[src/rtl/angle_quadrant_reducer_pkg.sv]
// -----------------------------------------------------------------------------
// angle_quadrant_reducer_pkg
// Shared constants, quadrant codes, FSM encoding and the quadrant-fold helper
// used by the angle quadrant reducer and its mod-360 iteration datapath.
// Also supplies a default for the shared `DATA_WIDTH define when the wider
// codebase has not already provided one.
// -----------------------------------------------------------------------------
`ifndef DATA_WIDTH
`define DATA_WIDTH 8
`endif

package angle_quadrant_reducer_pkg;

    // Angle constants in degrees, 9 bits wide so 360 fits.
    localparam logic [8:0] DEG_FULL_TURN = 9'd360;
    localparam logic [8:0] DEG_HALF_TURN = 9'd180;
    localparam logic [8:0] DEG_RIGHT     = 9'd90;
    localparam logic [8:0] DEG_3_RIGHT   = 9'd270;

    // Quadrant codes.
    localparam logic [1:0] QUAD_I   = 2'd0;
    localparam logic [1:0] QUAD_II  = 2'd1;
    localparam logic [1:0] QUAD_III = 2'd2;
    localparam logic [1:0] QUAD_IV  = 2'd3;

    // Top-level FSM states.
    typedef enum logic [1:0] {
        ST_IDLE   = 2'd0,
        ST_REDUCE = 2'd1,
        ST_FOLD   = 2'd2,
        ST_DONE   = 2'd3
    } aqr_state_e;

    // Result of folding a 0..359 angle into quadrant + reference angle.
    typedef struct packed {
        logic [1:0] quad;
        logic [6:0] ref_angle;
    } fold_result_t;

    // Map an angle in 0..359 onto its quadrant and 0..90 reference angle.
    function automatic fold_result_t fold_quadrant(input logic [8:0] rem);
        fold_result_t res;
        if (rem < DEG_RIGHT) begin
            res.quad      = QUAD_I;
            res.ref_angle = 7'(rem);
        end else if (rem < DEG_HALF_TURN) begin
            res.quad      = QUAD_II;
            res.ref_angle = 7'(DEG_HALF_TURN - rem);
        end else if (rem < DEG_3_RIGHT) begin
            res.quad      = QUAD_III;
            res.ref_angle = 7'(rem - DEG_HALF_TURN);
        end else begin
            res.quad      = QUAD_IV;
            res.ref_angle = 7'(DEG_FULL_TURN - rem);
        end
        return res;
    endfunction

endpackage

[src/rtl/angle_mod360_iter.sv]
// -----------------------------------------------------------------------------
// angle_mod360_iter
// Iterative remainder-by-360 engine: restoring shifted subtraction, one step
// per cycle, from 360<<(STEPS-1) down to 360<<0.
//
// Ports:
//   clk          clock
//   reset_n      synchronous active-low reset
//   start_i      load operand_i and begin STEPS iterations
//   operand_i    unsigned value to reduce (ANGLE_W bits)
//   done_o       high during the final (k = 0) iteration cycle; remainder_o
//                holds the reduced value from the following cycle on
//   remainder_o  reduced value, 0..359 once the iterations complete
// -----------------------------------------------------------------------------
module angle_mod360_iter
    import angle_quadrant_reducer_pkg::*;
#(
    parameter int ANGLE_W = 16
) (
    input  logic               clk,
    input  logic               reset_n,
    input  logic               start_i,
    input  logic [ANGLE_W-1:0] operand_i,
    output logic               done_o,
    output logic [8:0]         remainder_o
);

    localparam int STEPS = ANGLE_W - 8;
    localparam int K_W   = $clog2(STEPS);

    // 360 widened to ANGLE_W+1 bits so the largest shift never overflows.
    localparam logic [ANGLE_W:0] FULL_EXT = {{(ANGLE_W - 8){1'b0}}, DEG_FULL_TURN};

    logic [ANGLE_W-1:0] rem_q;
    logic [ANGLE_W-1:0] rem_d;
    logic [K_W-1:0]     k_q;
    logic               busy_q;

    logic [ANGLE_W:0]   shifted_s;
    logic [ANGLE_W:0]   rem_ext_s;
    logic [ANGLE_W:0]   diff_s;

    // One restoring-subtract step against 360 << k.
    always_comb begin
        shifted_s = FULL_EXT << k_q;
        rem_ext_s = {1'b0, rem_q};
        diff_s    = rem_ext_s - shifted_s;
        if (rem_ext_s >= shifted_s) begin
            rem_d = diff_s[ANGLE_W-1:0];
        end else begin
            rem_d = rem_q;
        end
    end

    // Remainder register, step counter and busy flag.
    always_ff @(posedge clk) begin
        if (!reset_n) begin
            rem_q  <= {ANGLE_W{1'b0}};
            k_q    <= {K_W{1'b0}};
            busy_q <= 1'b0;
        end else if (start_i) begin
            rem_q  <= operand_i;
            k_q    <= K_W'(STEPS - 1);
            busy_q <= 1'b1;
        end else if (busy_q) begin
            rem_q <= rem_d;
            if (k_q == {K_W{1'b0}}) begin
                busy_q <= 1'b0;
            end else begin
                k_q <= k_q - K_W'(1);
            end
        end else begin
            rem_q  <= rem_q;
            k_q    <= k_q;
            busy_q <= busy_q;
        end
    end

    assign done_o      = busy_q && (k_q == {K_W{1'b0}});
    assign remainder_o = rem_q[8:0];

endmodule

[src/rtl/angle_quadrant_reducer.sv]
// -----------------------------------------------------------------------------
// angle_quadrant_reducer
// Converts a raw integer angle in degrees into a quadrant code and a 0..90
// reference angle for the downstream trig LUT stages. One angle in flight at a
// time: IDLE -> REDUCE (STEPS cycles) -> FOLD (1 cycle) -> DONE.
//
// Optional build macro: ANGLE_REDUCE_SIGNED_EN -- treat angle_in as two's
// complement (magnitude is reduced, negative results are mirrored in FOLD).
//
// Ports:
//   clk, reset_n   clock, synchronous active-low reset
//   in_valid       angle_in valid
//   in_ready       idle, can accept an angle
//   angle_in       angle in degrees (ANGLE_W bits)
//   out_valid      quadrant/ref_angle valid
//   out_ready      downstream accepts the result
//   quadrant       0..3 for 0..89, 90..179, 180..269, 270..359
//   ref_angle      reference angle 0..90, zero-extended to `DATA_WIDTH
//   en_lut         out_valid && out_ready
// -----------------------------------------------------------------------------
`ifndef DATA_WIDTH
`define DATA_WIDTH 8
`endif

module angle_quadrant_reducer
    import angle_quadrant_reducer_pkg::*;
#(
    parameter int ANGLE_W = 16
) (
    input  logic                   clk,
    input  logic                   reset_n,
    input  logic                   in_valid,
    output logic                   in_ready,
    input  logic [ANGLE_W-1:0]     angle_in,
    output logic                   out_valid,
    input  logic                   out_ready,
    output logic [1:0]             quadrant,
    output logic [`DATA_WIDTH-1:0] ref_angle,
    output logic                   en_lut
);

    aqr_state_e              state_q;
    logic                    out_valid_q;
    logic [1:0]              quadrant_q;
    logic [`DATA_WIDTH-1:0]  ref_angle_q;

    logic                    start_s;
    logic [ANGLE_W-1:0]      operand_s;
    logic                    iter_done_s;
    logic [8:0]              rem_s;
    logic [8:0]              fold_in_s;
    fold_result_t            fold_s;

`ifdef ANGLE_REDUCE_SIGNED_EN
    logic                    sign_q;

    // Magnitude of the signed input; the most negative value maps to
    // 2^(ANGLE_W-1), which still fits as an unsigned ANGLE_W-bit number.
    always_comb begin
        if (angle_in[ANGLE_W-1]) begin
            operand_s = (~angle_in) + {{(ANGLE_W - 1){1'b0}}, 1'b1};
        end else begin
            operand_s = angle_in;
        end
    end

    // Negative angles land at 360 - |a| mod 360, except exact multiples of 360.
    always_comb begin
        if (sign_q && (rem_s != 9'd0)) begin
            fold_in_s = DEG_FULL_TURN - rem_s;
        end else begin
            fold_in_s = rem_s;
        end
    end

    // Sign flag captured alongside the operand.
    always_ff @(posedge clk) begin
        if (!reset_n) begin
            sign_q <= 1'b0;
        end else if (start_s) begin
            sign_q <= angle_in[ANGLE_W-1];
        end else begin
            sign_q <= sign_q;
        end
    end
`else
    assign operand_s = angle_in;
    assign fold_in_s = rem_s;
`endif

    assign start_s = (state_q == ST_IDLE) && in_valid;
    assign fold_s  = fold_quadrant(fold_in_s);

    angle_mod360_iter #(
        .ANGLE_W (ANGLE_W)
    ) u_mod360 (
        .clk         (clk),
        .reset_n     (reset_n),
        .start_i     (start_s),
        .operand_i   (operand_s),
        .done_o      (iter_done_s),
        .remainder_o (rem_s)
    );

    // Control FSM with registered result outputs.
    always_ff @(posedge clk) begin
        if (!reset_n) begin
            state_q     <= ST_IDLE;
            out_valid_q <= 1'b0;
            quadrant_q  <= 2'd0;
            ref_angle_q <= {`DATA_WIDTH{1'b0}};
        end else begin
            case (state_q)
                ST_IDLE: begin
                    if (in_valid) begin
                        state_q <= ST_REDUCE;
                    end else begin
                        state_q <= ST_IDLE;
                    end
                end
                ST_REDUCE: begin
                    if (iter_done_s) begin
                        state_q <= ST_FOLD;
                    end else begin
                        state_q <= ST_REDUCE;
                    end
                end
                ST_FOLD: begin
                    quadrant_q  <= fold_s.quad;
                    ref_angle_q <= {{(`DATA_WIDTH - 7){1'b0}}, fold_s.ref_angle};
                    out_valid_q <= 1'b1;
                    state_q     <= ST_DONE;
                end
                ST_DONE: begin
                    if (out_ready) begin
                        out_valid_q <= 1'b0;
                        state_q     <= ST_IDLE;
                    end else begin
                        out_valid_q <= 1'b1;
                        state_q     <= ST_DONE;
                    end
                end
                default: begin
                    out_valid_q <= 1'b0;
                    state_q     <= ST_IDLE;
                end
            endcase
        end
    end

    assign in_ready  = (state_q == ST_IDLE);
    assign out_valid = out_valid_q;
    assign quadrant  = quadrant_q;
    assign ref_angle = ref_angle_q;
    assign en_lut    = out_valid_q && out_ready;

endmodule

[config.mk]
export PLATFORM = sky130hd
export DESIGN_NAME = angle_quadrant_reducer
export DESIGN_NICKNAME = d
export VERILOG_FILES = /design/src/rtl/angle_quadrant_reducer_pkg.sv /design/src/rtl/angle_mod360_iter.sv /design/src/rtl/angle_quadrant_reducer.sv
export SDC_FILE = /design/constraint.sdc
export NUM_CORES = 1
export LEC_CHECK = 0
export CORE_AREA = 2 2 96 98
export DETAILED_ROUTE_END_ITERATION = 6
export DIE_AREA = 0 0 98 100
export DONT_BUFFER_PORTS = 1
export RECOVER_POWER = 25
export SYNTH_ARGS = -nofsm -noshare
export SYNTH_HDL_FRONTEND = slang
export SYNTH_SLANG_ARGS = --single-unit
[constraint.sdc]
create_clock -name clk -period 2.95 [get_ports clk]
set_input_delay 0.4425 -clock clk [delete_from_list [all_inputs] [get_ports clk]]
set_output_delay 0.4425 -clock clk [all_outputs]
set_load 0.02 [all_outputs]
==> results of run 1 <==
## critical path, cell delays in order, from the launching register on
cell and delay, ns:
dfxtp_2 0.38, inv_2 0.08, ha_1 0.33, mux2i_1 0.18, ha_1 0.30, a21o_1 0.21
a21o_1 0.24, o2111ai_2 0.26, nand3_1 0.16, buf_4 0.22, o311ai_0 0.11, o211a_1 0.20
## flip-flops by register name (all words and copies together), names as in the netlist
signal           count
quadrant             2
ref_angle            7
state_q              2
out_valid            1
u_mod360.rem_q      16
u_mod360.k_q         3
u_mod360.busy_q      1
## layout make-up
cell class                 instances  area, um2  share of cell area
multi-input combinational        261       1779              0.6303
sequential                        32      643.1              0.2278
tap                              111      138.9             0.04920
timing repair buffer              12      90.09             0.03191
clock buffer                       5      68.82             0.02438
inverter                          16      60.06             0.02128
clock inverter                     3      42.54             0.01507
## Yosys cell counts (all sizes together), types with 8 or more instances
library cell | instances | area (um2)
o21ai | 22 | 121.4
nand3 | 10 | 50.05
a211oi | 8 | 65.06
nor2 | 29 | 108.9
ha | 27 | 337.8
dfxtp | 32 | 640.6
nand2 | 30 | 112.6
inv | 16 | 60.06
a21oi | 28 | 140.1
xnor2 | 10 | 87.58
clkbuf | 13 | 70.07
a31oi | 8 | 50.05
## worst max path at each step
| stage | depth (start not counted) | to | slack (ns) |
|---|---|---|---|
| after CTS | 10 | u_mod360.rem_q[3]$_SDFFE_PN0P_ | 0.04 |
| after global placement | 12 | u_mod360.rem_q[4]$_SDFFE_PN0P_ | 0.09 |
| final | 11 | u_mod360.rem_q[4]$_SDFFE_PN0P_ | 0.24 |
| after floorplan | 11 | u_mod360.rem_q[10]$_SDFFE_PN0P_ | 0.32 |
| after global routing | 12 | u_mod360.rem_q[4]$_SDFFE_PN0P_ | -0.003 |
| after detailed placement | 11 | u_mod360.rem_q[3]$_SDFFE_PN0P_ | 0.005 |
## logic make-up after synthesis
group	Yosys count	share of synthesized area
other	1	0.001448
DFF	32	0.2473
and+or+nand+nor	103	0.1932
buffers and inverters	36	0.07053
AOI/OAI and AO/OA	112	0.2923
adders and majority gates	27	0.1304
muxes	7	0.02754
xor gates and xnor gates	11	0.03720
## stage by stage
stage	hold slack, ns	setup slack, ns
floorplan	0.4520	0.3179
global placement	0.4881	0.08822
detailed placement	0.4856	0.005064
finish	0.2783	0.2353
global route	0.2683	-0.002977
CTS	0.2717	0.03691
## what timing repair did
| item | in CTS | in global routing |
|---|---|---|
| setup buffers | 0 | 1 |
| resized for setup | 1 | 5 |
| pin swaps | 0 | 1 |
| gates cloned | 0 | 0 |
| hold buffers | 0 | 0 |
| setup endpoints to repair | 1 | 13 |
## per-layer routing
metal,vias to the layer above,track usage,part of all wire
met4,0,0.04808,0.016
met5,-,0,0
met1,1084,0.1783,0.46
met2,73,0.2165,0.46
met3,7,0.03691,0.064
li1,1196,-,-
## power breakdown
group	switching, mW	internal (mW)	total, mW
combinational	0.564	0.453	1.02
clock	0.183	0.250	0.433
sequential	0.0740	0.486	0.560
==> flow_metrics.py, run 1 <==
metrics = {
    "floorplan": {
        "die_height_um": 100,
        "initial_utilization": 0.2913,
        "fp.dieW_um": 98,
        "die-area_um2": 9800,
        "ios": 33,
        "rows": 35,
        "core_area_um2": 8890,
    },
    "layout": {
        "final_cell_mix": "30 x nand2_1, 30 x dfxtp_1, 29 x nor2_1, 27 x a21oi_1, 27 x ha_1",
        "post-route-util": 0.3175,
        "instances_no_fill": 440,
        "postLayoutCellArea_um2": 2823,
        "drive_gt1_frac": 0.1155,
        "area_growth_syn_to_layout_pct": 8.986,
        "antenna_cells": 0,
        "num-fill-cells": 917,
        "num-nets-final": 375,
    },
    "pwr": {
        "p_per_area_nw_per_um2": 712.3,
        "ir_drop_mv": 0.2253,
        "p_leak_nw": 1.156,
        "finalPower_mw": 2.011,
    },
    "clock_tree": {
        "insertion_delay_ns": 0.29,
        "ctsHtreeMaxLevel": 2,
        "cts.reportedPaths.clkPinSlew_ns": 0.08,
        "cts_root_buffer": "clkbuf_8",
        "cts_buffers": 5,
        "clock_path_buffers": 2,
        "cts.sinks": 32,
        "cts_tree": "built",
    },
    "critical_path": {
        "crit_arrival_ns": 2.95,
        "startpoint_type": "flip-flop",
        "r2r-end": "u_mod360.rem_q[4]$_SDFFE_PN0P_",
        "path_class": "flip-flop to flip-flop",
        "cp_max_fo": 12,
        "endpoint_kind": "flip-flop",
        "r2r_setup_slack_ns": 0.24,
        "required_ns": 3.19,
        "rr_worst_depth": 11,
        "cp-startpoint": "u_mod360.k_q[0]$_SDFFE_PN0P_",
        "r2r-start": "u_mod360.k_q[0]$_SDFFE_PN0P_",
    },
    "grt": {
        "grt_pass1_vias": 2133,
        "track_usage": 0.1361,
        "grt_antenna_before_repair": 0,
        "overflow": 0,
        "grt_max_degree": 18,
        "grt_pass1_wl_um": 10810,
    },
    "sta": {
        "hold_viol": 0,
        "fin_skew_ns": 0.006801,
        "finalSetupViolations": 0,
        "slew_violations": 0,
        "fmax_ghz": 0.3684,
        "tightest_slew_ns": 0.5996,
        "slew_headroom": 0.5994,
        "fin_tns_setup_ns": 0,
        "period_needed_ns": 2.715,
        "finalCritPeriodShare": 0.9202,
    },
    "place": {
        "io_buffer_count": 0,
        "gp_congestion": 0.8586,
        "dp_hpwl_um": 4927,
        "dp.cells": 431,
        "placed_area_um2": 2689,
    },
    "synthesis": {
        "ys_ff_latch": 32,
        "ys.flop_type": "dfxtp_1",
        "synth-edff-count": 0,
        "async_flop_share": 0,
        "synth_cell_types": 58,
        "synth-seq-area-share": 0.2473,
        "syn_inst": 329,
        "avgSynthCellArea_um2": 7.872,
        "syn-num-nets": 376,
        "yosysWarnings": 0,
        "syn-cell-area_um2": 2590,
    },
    "route": {
        "drtPass1Iterations": 4,
        "antenna_left": 0,
        "via_per_inst": 5.364,
        "vias": 2360,
        "routed_wirelength_um": 6604,
        "drt-initial-drc-count": 179,
        "wl_per_cell_um": 15.01,
        "drc": 0,
    },
    "worst_hold_path": {
        "hp-class": "input pin to flip-flop",
        "whs_endpoint": "u_mod360.rem_q[1]$_SDFFE_PN0P_",
        "worstHoldPathCells": 2,
        "hp-start": "angle_in[1]",
    },
    "outcome": {
        "status": "finished, final reports clean",
    },
    "flow_run": {
        "cap_violations": 0,
    },
}
No activity file was read; power rests on OpenSTA's default activity.
==> inputs of run 2 (changes only) <==
--- a/config.mk
+++ b/config.mk
@@ -5,9 +5,9 @@
 export SDC_FILE = /design/constraint.sdc
 export NUM_CORES = 1
 export LEC_CHECK = 0
-export CORE_AREA = 2 2 96 98
+export CORE_AREA = 5 5 99 101
 export DETAILED_ROUTE_END_ITERATION = 6
-export DIE_AREA = 0 0 98 100
+export DIE_AREA = 0 0 104 106
 export DONT_BUFFER_PORTS = 1
 export RECOVER_POWER = 25
 export SYNTH_ARGS = -nofsm -noshare
==> constraint.sdc (replaced) <==
create_clock -name clk -period 2.95 [get_ports clk]
set_input_delay 0.4425 -clock clk [delete_from_list [all_inputs] [get_ports clk]]
set_output_delay 0.4425 -clock clk [all_outputs]
set_load 0.1 [all_outputs]
==> flow_metrics.py, run 2 (synthesis gave the netlist of run 1 again) <==
metrics = {
    "grt": {
        "overflow": 0,
        "grt_pass1_vias": 2284,
        "grt_max_degree": 18,
        "grt_antenna_before_repair": 1,
        "grt_pass1_wl_um": 11240,
        "track_usage": 0.1235,
    },
    "critical_path": {
        "crit_arrival_ns": 3.00,
        "endpoint_kind": "flip-flop",
        "rr_worst_depth": 11,
        "cp_max_fo": 8,
        "required_ns": 3.19,
        "path_class": "flip-flop to flip-flop",
        "startpoint_type": "flip-flop",
    },
    "route": {
        "vias": 2382,
        "wl_met2_um": 3075,
        "via_per_inst": 5.414,
        "drt-initial-drc-count": 83,
        "drtPass1Iterations": 4,
        "top_layer": "met5",
        "antenna_left": 0,
        "met3_length_um": 440,
        "m1WireLength_um": 3021,
        "wl_per_cell_um": 15.27,
        "drc": 0,
        "routed_wirelength_um": 6720,
    },
    "place": {
        "dp_hpwl_um": 5134,
        "io_buffer_count": 0,
        "gp_congestion": 0.8868,
    },
    "outcome": {
        "status": "finished, final reports clean",
    },
    "clock_tree": {
        "insertion_delay_ns": 0.30,
        "cts_tree": "built",
        "cts_root_buffer": "clkbuf_8",
        "cts.sinks": 32,
        "cts_buffers": 5,
        "clock_path_buffers": 2,
        "cts.reportedPaths.clkPinSlew_ns": 0.08,
        "cts_hold_buf": 0,
        "ctsHtreeMaxLevel": 2,
    },
    "layout": {
        "regMostFlops": "u_mod360.rem_q",
        "num-nets-final": 375,
        "drive_gt1_frac": 0.1033,
        "layout_commonest_cell": "dfxtp_1",
        "antenna_cells": 0,
        "area_growth_syn_to_layout_pct": 7.923,
        "largest_reg_flops": 16,
        "final_cell_mix": "31 x dfxtp_1, 29 x nand2_1, 29 x nor2_1, 27 x a21oi_1, 27 x ha_1",
    },
    "sta": {
        "finalCritPeriodShare": 0.9360,
        "fin_tns_setup_ns": 0,
        "fmax_ghz": 0.3622,
        "fin_hold_ws_ns": 0.2723,
        "tightest_slew_ns": 1.245,
        "hold_viol": 0,
        "fin_skew_ns": 0.01117,
        "finalSetupViolations": 0,
        "slew_violations": 0,
        "slew_headroom": 0.1697,
        "period_needed_ns": 2.761,
    },
    "pwr": {
        "p_per_area_nw_per_um2": 701.5,
        "ir_drop_mv": 0.1726,
        "p_leak_nw": 1.132,
    },
    "floorplan": {
        "die_height_um": 106,
        "core_area_um2": 8934,
        "ios": 33,
        "initial_utilization": 0.2899,
        "die-area_um2": 11020,
        "rows": 35,
        "fp.dieW_um": 104,
    },
    "worst_hold_path": {
        "hp-class": "input pin to flip-flop",
        "worstHoldPathCells": 2,
    },
    "flow_run": {
        "cap_violations": 0,
    },
}
==> run 2: cell types whose count changed in the layout (fill, tap and decap cells not counted), sizes merged <==
cell	delta
clkbuf	+2
buf	-2
clkinvlp	+1
bufinv	-1
==> run 2: final cells by class <==
cell class | instances | area (um2)
timing repair buffer | 12 | 82.58
clock inverter | 3 | 23.77
clock buffer | 5 | 68.82
multi-input combinational | 261 | 1779
fill | 964 | 6138
tap | 111 | 138.9
sequential | 32 | 641.9
inverter | 16 | 60.06
==> run 2: critical path: stages (launching register included) <==
cell       delay [ns]
dfxtp_1          0.43
inv_1            0.13
ha_1             0.33
mux2i_1          0.18
ha_1             0.30
a21o_1           0.21
a21o_1           0.23
o2111ai_2        0.27
nand3_1          0.15
buf_4            0.20
o311ai_0         0.08
o211a_1          0.20
==> run 2: routing by layer <==
layer | up-vias | GRT usage
li1 | 1195 | -
met1 | 1104 | 0.1492
met2 | 66 | 0.1981
met3 | 15 | 0.03886
met4 | 2 | 0.06013
met5 | - | 0
==> run 2: power by group <==
part | internal [mW] | switching [mW] | leakage (nW)
sequential | 0.485 | 0.108 | 0.263
clock | 0.167 | 0.189 | 0.0404
combinational | 0.446 | 0.566 | 0.829
==> run 2: metrics by stage <==
| stage | total power [mW] | setup WS, ns | cells | utilization | cell area, um2 |
|---|---|---|---|---|---|
| finish | 1.961 | 0.1889 | 440 | 0.3129 | 2795 |
| global route | 2.119 | -0.005541 | 440 | 0.3129 | 2795 |
| CTS | 1.964 | 0.001240 | 440 | 0.3125 | 2791 |
| detailed placement | 1.596 | 0.03697 | 432 | 0.3021 | 2699 |
| global placement | 1.583 | 0.1339 | 432 | 0.3021 | 2699 |
| floorplan | 1.406 | 0.1509 | 329 | - | 2590 |
==> run 2: final timing paths <==
check                                                    start                             end  slack (ns)
worst max-delay path              u_mod360.k_q[1]$_SDFFE_PN0P_  u_mod360.rem_q[4]$_SDFFE_PN0P_        0.19
worst min register to register  u_mod360.rem_q[9]$_SDFFE_PN0P_  u_mod360.rem_q[9]$_SDFFE_PN0P_        0.50
worst max register to register    u_mod360.k_q[1]$_SDFFE_PN0P_  u_mod360.rem_q[4]$_SDFFE_PN0P_        0.19
worst min-delay path                               angle_in[0]  u_mod360.rem_q[0]$_SDFFE_PN0P_        0.27
==> run 2: what timing repair did <==
action,4_1_cts,5_1_grt
buffers inserted,0,0
gates resized for setup,0,4
setup endpoints to repair,0,13
hold endpoints to repair,0,0
